$ cat src/rtl/bldc_drive_sequencer.sv
// Six-gate BLDC bridge sequencer: hall sync/debounce, edge-aligned PWM, six-step commutation,
// dead-time enforcement and latched faults. Define BLDC_BRAKE_EN for dynamic braking on a zero command.
module bldc_drive_sequencer #(
  parameter int unsigned PWM_BITS     = 9,
  parameter int unsigned DEADTIME     = 8,
  parameter int unsigned DEBOUNCE     = 4,
  parameter int unsigned STALL_CYCLES = 16000000
) (
  input  logic              CLK,
  input  logic              reset,
  input  logic              enable,
  input  logic [PWM_BITS:0] pwm,
  input  logic              hall1,
  input  logic              hall2,
  input  logic              hall3,
  input  logic              clear_fault,
  output logic [5:0]        GATES,
  output logic [1:0]        state,
  output logic [1:0]        fault_code,
  output logic [2:0]        hall_state
);

  localparam int unsigned CMD_W = PWM_BITS + 1;
  localparam int unsigned DB_W  = $clog2(DEBOUNCE + 2);
  localparam int unsigned DT_W  = $clog2(DEADTIME + 2);
  localparam int unsigned ST_W  = $clog2(STALL_CYCLES + 1);

  localparam logic [DB_W-1:0]     DB_MAX  = DB_W'(DEBOUNCE);
  localparam logic [DT_W-1:0]     DT_MAX  = DT_W'(DEADTIME);
  localparam logic [ST_W-1:0]     ST_LAST = ST_W'(STALL_CYCLES - 1);
  localparam logic [PWM_BITS-1:0] MAG_MAX = '1;

  typedef enum logic [1:0] {
    S_IDLE  = 2'd0,
    S_RUN   = 2'd1,
    S_DEAD  = 2'd2,
    S_FAULT = 2'd3
  } state_t;

  state_t              state_q, state_d;
  logic [2:0]          sync1_q, sync2_q, prev_q, hall_nxt_c;
  logic [DB_W-1:0]     db_cnt_q, run_c;
  logic [PWM_BITS-1:0] pwm_cnt_q, mag_c;
  logic [PWM_BITS:0]   abs_c;
  logic                on_c, hall_bad_c, active_c, qual_c, stall_hit_c, off_rst_c;
  logic [5:0]          target_c, gates_d;
  logic [1:0]          fault_d;
  logic [DT_W-1:0]     off_cnt_q;
  logic [ST_W-1:0]     stall_cnt_q;

  assign state = state_q;

  // Forward six-step pattern per hall code; reverse swaps high/low within each phase.
  function automatic logic [5:0] comm(input logic [2:0] h, input logic rev);
    logic [5:0] f;
    case (h)
      3'b101:  f = 6'b100100;
      3'b100:  f = 6'b100001;
      3'b110:  f = 6'b001001;
      3'b010:  f = 6'b011000;
      3'b011:  f = 6'b010010;
      3'b001:  f = 6'b000110;
      default: f = 6'b000000;
    endcase
    return rev ? {f[4], f[5], f[2], f[3], f[0], f[1]} : f;
  endfunction

  // run_c = consecutive cycles the synced code has held, including this one.
  always_comb begin
    run_c      = (sync2_q == prev_q) ? db_cnt_q + DB_W'(1) : DB_W'(1);
    hall_nxt_c = (run_c >= DB_MAX) ? sync2_q : hall_state;
  end

  always_ff @(posedge CLK or posedge reset) begin
    if (reset) begin
      sync1_q    <= '0;
      sync2_q    <= '0;
      prev_q     <= '0;
      db_cnt_q   <= '0;
      hall_state <= '0;
    end else begin
      sync1_q    <= {hall1, hall2, hall3};
      sync2_q    <= sync1_q;
      prev_q     <= sync2_q;
      db_cnt_q   <= (run_c > DB_MAX) ? DB_MAX : run_c;
      hall_state <= hall_nxt_c;
    end
  end

  // Magnitude of the signed command; the most negative code clamps to full scale.
  always_comb begin
    abs_c = pwm[PWM_BITS] ? (~pwm + CMD_W'(1)) : pwm;
    mag_c = abs_c[PWM_BITS] ? MAG_MAX : abs_c[PWM_BITS-1:0];
    on_c  = (mag_c != '0) && (pwm_cnt_q < mag_c);
  end

  always_comb begin
    target_c = on_c ? comm(hall_state, pwm[PWM_BITS]) : 6'b000000;
`ifdef BLDC_BRAKE_EN
    if (mag_c == '0) target_c = 6'b010101;
`endif
  end

  always_comb begin
    hall_bad_c  = (hall_state == 3'b000) || (hall_state == 3'b111);
    active_c    = (state_q == S_RUN) || (state_q == S_DEAD);
    qual_c      = active_c && (mag_c != '0) && (hall_nxt_c == hall_state);
    stall_hit_c = qual_c && (stall_cnt_q == ST_LAST);
  end

  // Next state, next gate pattern and fault code.
  always_comb begin
    state_d   = state_q;
    gates_d   = 6'b000000;
    fault_d   = fault_code;
    off_rst_c = 1'b0;
    case (state_q)
      S_FAULT: begin
        if (clear_fault) begin
          state_d   = S_IDLE;
          fault_d   = 2'b00;
          off_rst_c = 1'b1;
        end
      end
      default: begin
        if (enable && hall_bad_c) begin
          state_d = S_FAULT;
          fault_d = 2'b01;
        end else if (stall_hit_c) begin
          state_d = S_FAULT;
          fault_d = 2'b10;
        end else if (state_q == S_IDLE) begin
          if (enable) state_d = S_RUN;
        end else if (!enable) begin
          state_d = S_IDLE;
        end else if (target_c == 6'b000000) begin
          state_d = S_RUN;
        end else if (target_c == GATES) begin
          gates_d = target_c;
          state_d = S_RUN;
        end else if (GATES != 6'b000000) begin
          state_d = S_DEAD;
        end else if (off_cnt_q >= DT_MAX) begin
          gates_d = target_c;
          state_d = S_RUN;
        end else begin
          state_d = S_DEAD;
        end
      end
    endcase
  end

  always_ff @(posedge CLK or posedge reset) begin
    if (reset) begin
      state_q    <= S_IDLE;
      GATES      <= '0;
      fault_code <= '0;
    end else begin
      state_q    <= state_d;
      GATES      <= gates_d;
      fault_code <= fault_d;
    end
  end

  // off_cnt_q = consecutive cycles GATES has been all-zero, including the current one.
  always_ff @(posedge CLK or posedge reset) begin
    if (reset) begin
      pwm_cnt_q   <= '0;
      off_cnt_q   <= DT_MAX;
      stall_cnt_q <= '0;
    end else begin
      pwm_cnt_q <= pwm_cnt_q + PWM_BITS'(1);
      if (off_rst_c || (gates_d != 6'b000000)) off_cnt_q <= '0;
      else if (off_cnt_q < DT_MAX)             off_cnt_q <= off_cnt_q + DT_W'(1);
      if (qual_c && ((state_d == S_RUN) || (state_d == S_DEAD)))
        stall_cnt_q <= stall_cnt_q + ST_W'(1);
      else
        stall_cnt_q <= '0;
    end
  end

endmodule

$ cat config.mk
export PLATFORM = sky130hd
export DESIGN_NAME = bldc_drive_sequencer
export DESIGN_NICKNAME = d
export VERILOG_FILES = /design/src/rtl/bldc_drive_sequencer.sv
export SDC_FILE = /design/constraint.sdc
export NUM_CORES = 1
export LEC_CHECK = 0
export CORE_MARGIN = 3
export CORE_UTILIZATION = 53
export CTS_CLUSTER_DIAMETER = 200
export CTS_CLUSTER_SIZE = 8
export DETAILED_ROUTE_END_ITERATION = 7
export PLACE_DENSITY = 0.82
export REMOVE_ABC_BUFFERS = 1
export SLEW_MARGIN = 25
export SYNTH_ARGS = -nofsm -noshare
export SYNTH_HDL_FRONTEND = slang
export SYNTH_SLANG_ARGS = --single-unit
$ cat constraint.sdc
create_clock -name CLK -period 2.9 [get_ports CLK]
set_clock_uncertainty 0.15 [all_clocks]
set_input_delay 0.58 -clock CLK [delete_from_list [all_inputs] [get_ports CLK]]
set_output_delay 0.58 -clock CLK [all_outputs]
set_load 0.1 [all_outputs]
==> out/metrics.csv <==
stage,metric,value,unit
run_status,run status,finished with violations,
run_status,failing checks,setup timing,
sta,RSZ-0062 raised after global routing,true,
setup_path,Worst R2R Start,stall_cnt_q[1]$_DFF_PP0_,
clocking,hold-fix buffers at CTS,0,
synthesis,synth unique cells,63,
cells_and_area,Final Core Density,0.774,
setup_path,worst reg2reg setup slack,-0.17,ns
global_route,gr usage total,0.247,
synthesis,"FFs w/ async S/R, synth",1.00,
sta,minimum clock period,3.67,ns
place,Post-DP HPWL,6.68,mm
clocking,worst skew pair latency,0.34,ns
setup_path,reg2reg end,stall_cnt_q[0]$_DFF_PP0_,
worst_hold_path,Hold Path Sink,sync2_q[1]$_DFF_PP0_,
synthesis,Post-Synthesis Cells,423,
cells_and_area,"commonest non-fill, non-tap cells in the layout","buf_4 (66), dfrtp_1 (61), nand2_1 (46)",
setup_path,Crit path max-delay family,simple AND/OR/NAND/NOR gates,
cells_and_area,multi-input logic area,2600,um^2
clocking,clk sinks,62,
sta,Final Cycle Share,1.27,
routing,DRT iter0 DRCs,317,
die,Initial Utilization,0.561,
cells_and_area,synth-to-layout area growth,37.8,%
place,port bufs,29,
setup_path,worst path bufs/invs,3,
synthesis,syn avg cell area,9.21,um^2
die,die height,91.8,um
worst_hold_path,Hold WC Path Type,flop to flop,
die,Ports,30,
sta,fmax,272,MHz
setup_path,critical-path maximum fanout,6,
die,die area,8420,um^2
setup_path,CP Capture Type,flop,
worst_hold_path,hold depth,0,
routing,routed wire length,11.8,mm
die,row count,30,
routing,Pre-Repair DR Iteration Count,7,
setup_path,crit path DAT,3.76,ns
global_route,gr ovfl total,0,
place,Placed Area,4620,um^2
synthesis,Post-synth EDFFs,0,
global_route,largest net degree at the start of global routing,41,
synthesis,"Cell Area, Synth",3900,um^2
cells_and_area,Ant. Diodes,0,
clocking,H-tree depth,3,
setup_path,Critical path origin,pwm[5],
cells_and_area,Final Cell Area,5370,um^2
clocking,clk slew on worst S/H paths,0.08,ns
worst_hold_path,HP Start,sync1_q[1]$_DFF_PP0_,
sta,headroom to the max-slew limit,0.636,
die,Horiz. Die Dim,91.8,um
cells_and_area,NumNets Final,544,
clocking,TritonCTS buffer count,9,
cells_and_area,final instance count without filler cells,612,
run,Max-Cap Viols,0,
cells_and_area,fraction of layout cells with a size suffix above 1,0.357,
place,dpl cells,580,
pwr,maximum vdd drop,0.000814,V
sta,setup slack after layout,-0.771,ns
routing,WL per Instance,19.4,um
cells_and_area,register area,1550,um^2
sta,Post-Route Setup TNS,-23.73,ns
die,Core Region,6940,um^2
routing,DR vias/cell,6.28,
synthesis,"Seq/Total Area, Yosys",0.398,
synthesis,yosys warns,0,
global_route,antenna violations before repair,0,
routing,vias,3842,
sta,"Slew Viols, Final",0,
sta,Slew @ Worst Pin,0.542,ns
sta,Fin. Hold Viols,0,
cells_and_area,"commonest non-fill, non-tap cell in the layout",buf_4,
setup_path,"Data required, critical path",2.99,ns
setup_path,CP Class,primary input to flop,
synthesis,Seq cells post-synth,62,
pwr,Pwr Density,834,nW/um^2
setup_path,"Max stage delay cell, worst path",or4_4,
setup_path,R2R depth,12,
pwr,Leak,2.30,nW
pwr,total power,4.48,mW
setup_path,Worst Setup Start Kind,primary input,
setup_path,largest stage delay on the critical path,0.56,ns
setup_path,CP Cell Sequence,buf_6 > or4_4 > nor2_4 > buf_4 > o22ai_2 > ha_4 > nand3_2 > nor4_4 > o31ai_4 > nand3_4 > buf_4 > o31ai_4 > a32o_2 > o21bai_4 > a2111oi_4,
clocking,CTS tree,yes,
synthesis,Synth Flop Type,dfrtp_1,
routing,Final ANT Viol Nets,0,
sta,# setup viols final,36,
routing,drc violations,0,
clocking,CTS Buffer Depth,2,
global_route,vias in the first global route,3510,
cells_and_area,Fillers,396,
global_route,first-pass GRT wire length,16.8,mm
place,Final GP Congestion,0.922,
clocking,CTS root buffer,clkbuf_8,
==> flip-flops by register name, summed over array words and instances (netlist names) <==
register	flops
stall_cnt_q	24
pwm_cnt_q	9
GATES	6
off_cnt_q	4
db_cnt_q	3
hall_state	3
prev_q	3
sync1_q	3
sync2_q	3
fault_code	2
state	2
==> worst reg2reg max path: stages (launching register included) <==
cell and delay, ns:
dfrtp_1 0.39, ha_1 0.23, nand3_1 0.14, nor2_1 0.26
nand2_1 0.18, nor4_1 0.49, buf_4 0.23, a21oi_4 0.07
o221ai_2 0.07, a32o_2 0.19, o211ai_2 0.12, buf_12 0.17
a2111oi_4 0.28
==> synthesized netlist by cell type (5+ instances only) <==
library cell	count	area, um^2
a21oi_1	39	195
and3_1	9	56.3
clkbuf_1	9	33.8
dfrtp_1	61	1530
ha_1	16	200
inv_1	14	52.6
mux2_2	5	56.3
nand2_1	50	188
nand2b_1	7	43.8
nand3_1	24	120
nand3b_1	6	45.0
nor2_1	32	120
nor2b_1	7	43.8
nor3_1	9	45.0
o21ai_0	9	45.0
o31ai_1	8	60.1
xnor2_1	26	228
xor2_1	17	149
==> repair_timing <==
item,CTS,global route
pin swaps,31,43
gates cloned,1,2
endpoints found under the setup margin,38,37
gates resized for setup,89,43
setup buffers,4,10
==> power by group <==
group	internal [mW]	total, mW	switching, mW
combinational	1.12	2.62	1.50
sequential	0.957	1.07	0.114
clock	0.424	0.790	0.366
total	2.50	4.48	1.98
==> worst max-delay path by stage <==
stage / endpoint / slack (ns) / cells past startpoint
after global placement: stall_cnt_q[11]$_DFF_PP0_ / -1.40 / 14
after CTS: stall_cnt_q[11]$_DFF_PP0_ / -0.66 / 15
after floorplan: stall_cnt_q[0]$_DFF_PP0_ / -1.03 / 13
final: stall_cnt_q[0]$_DFF_PP0_ / -0.77 / 15
after global routing: stall_cnt_q[0]$_DFF_PP0_ / -0.90 / 19
after detailed placement: stall_cnt_q[18]$_DFF_PP0_ / -1.60 / 15
==> final cells by class <==
cell class	count	share of cell area
Clock buffer	10	0.0256
Clock inverter	6	0.0128
Inverter	14	0.00978
Multi-Input combinational cell	331	0.483
Sequential cell	62	0.289
Tap cell	96	0.0224
Timing Repair Buffer	93	0.157
==> per-layer routing <==
layer / part of all wire / up-vias / track usage / wire length (um)
met5: 0 / - / 0 / 0
met4: 0.056 / 0 / 0.113 / 663
met3: 0.070 / 70 / 0.0476 / 835
met2: 0.49 / 224 / 0.402 / 5800
met1: 0.38 / 1866 / 0.318 / 4550
li1: - / 1682 / - / -
==> through the flow <==
step                      hold slack (ns)  setup WS [ns]
after floorplan                     0.181          -1.03
after global placement              0.182          -1.40
after detailed placement            0.189          -1.60
after CTS                           0.206         -0.656
after global routing                0.208         -0.901
final                               0.204         -0.771
==> cell families after synthesis <==
kind of cell             share of synthesized area
XOR/XNOR                                    0.0966
AND/OR/NAND/NOR                              0.232
adder cells (fa/ha/maj)                     0.0514
multiplexers                                0.0170
buffers and inverters                       0.0334
flip-flops                                   0.398
AO/OA/AOI/OAI                                0.171
(Power assumes the default switching activity.)
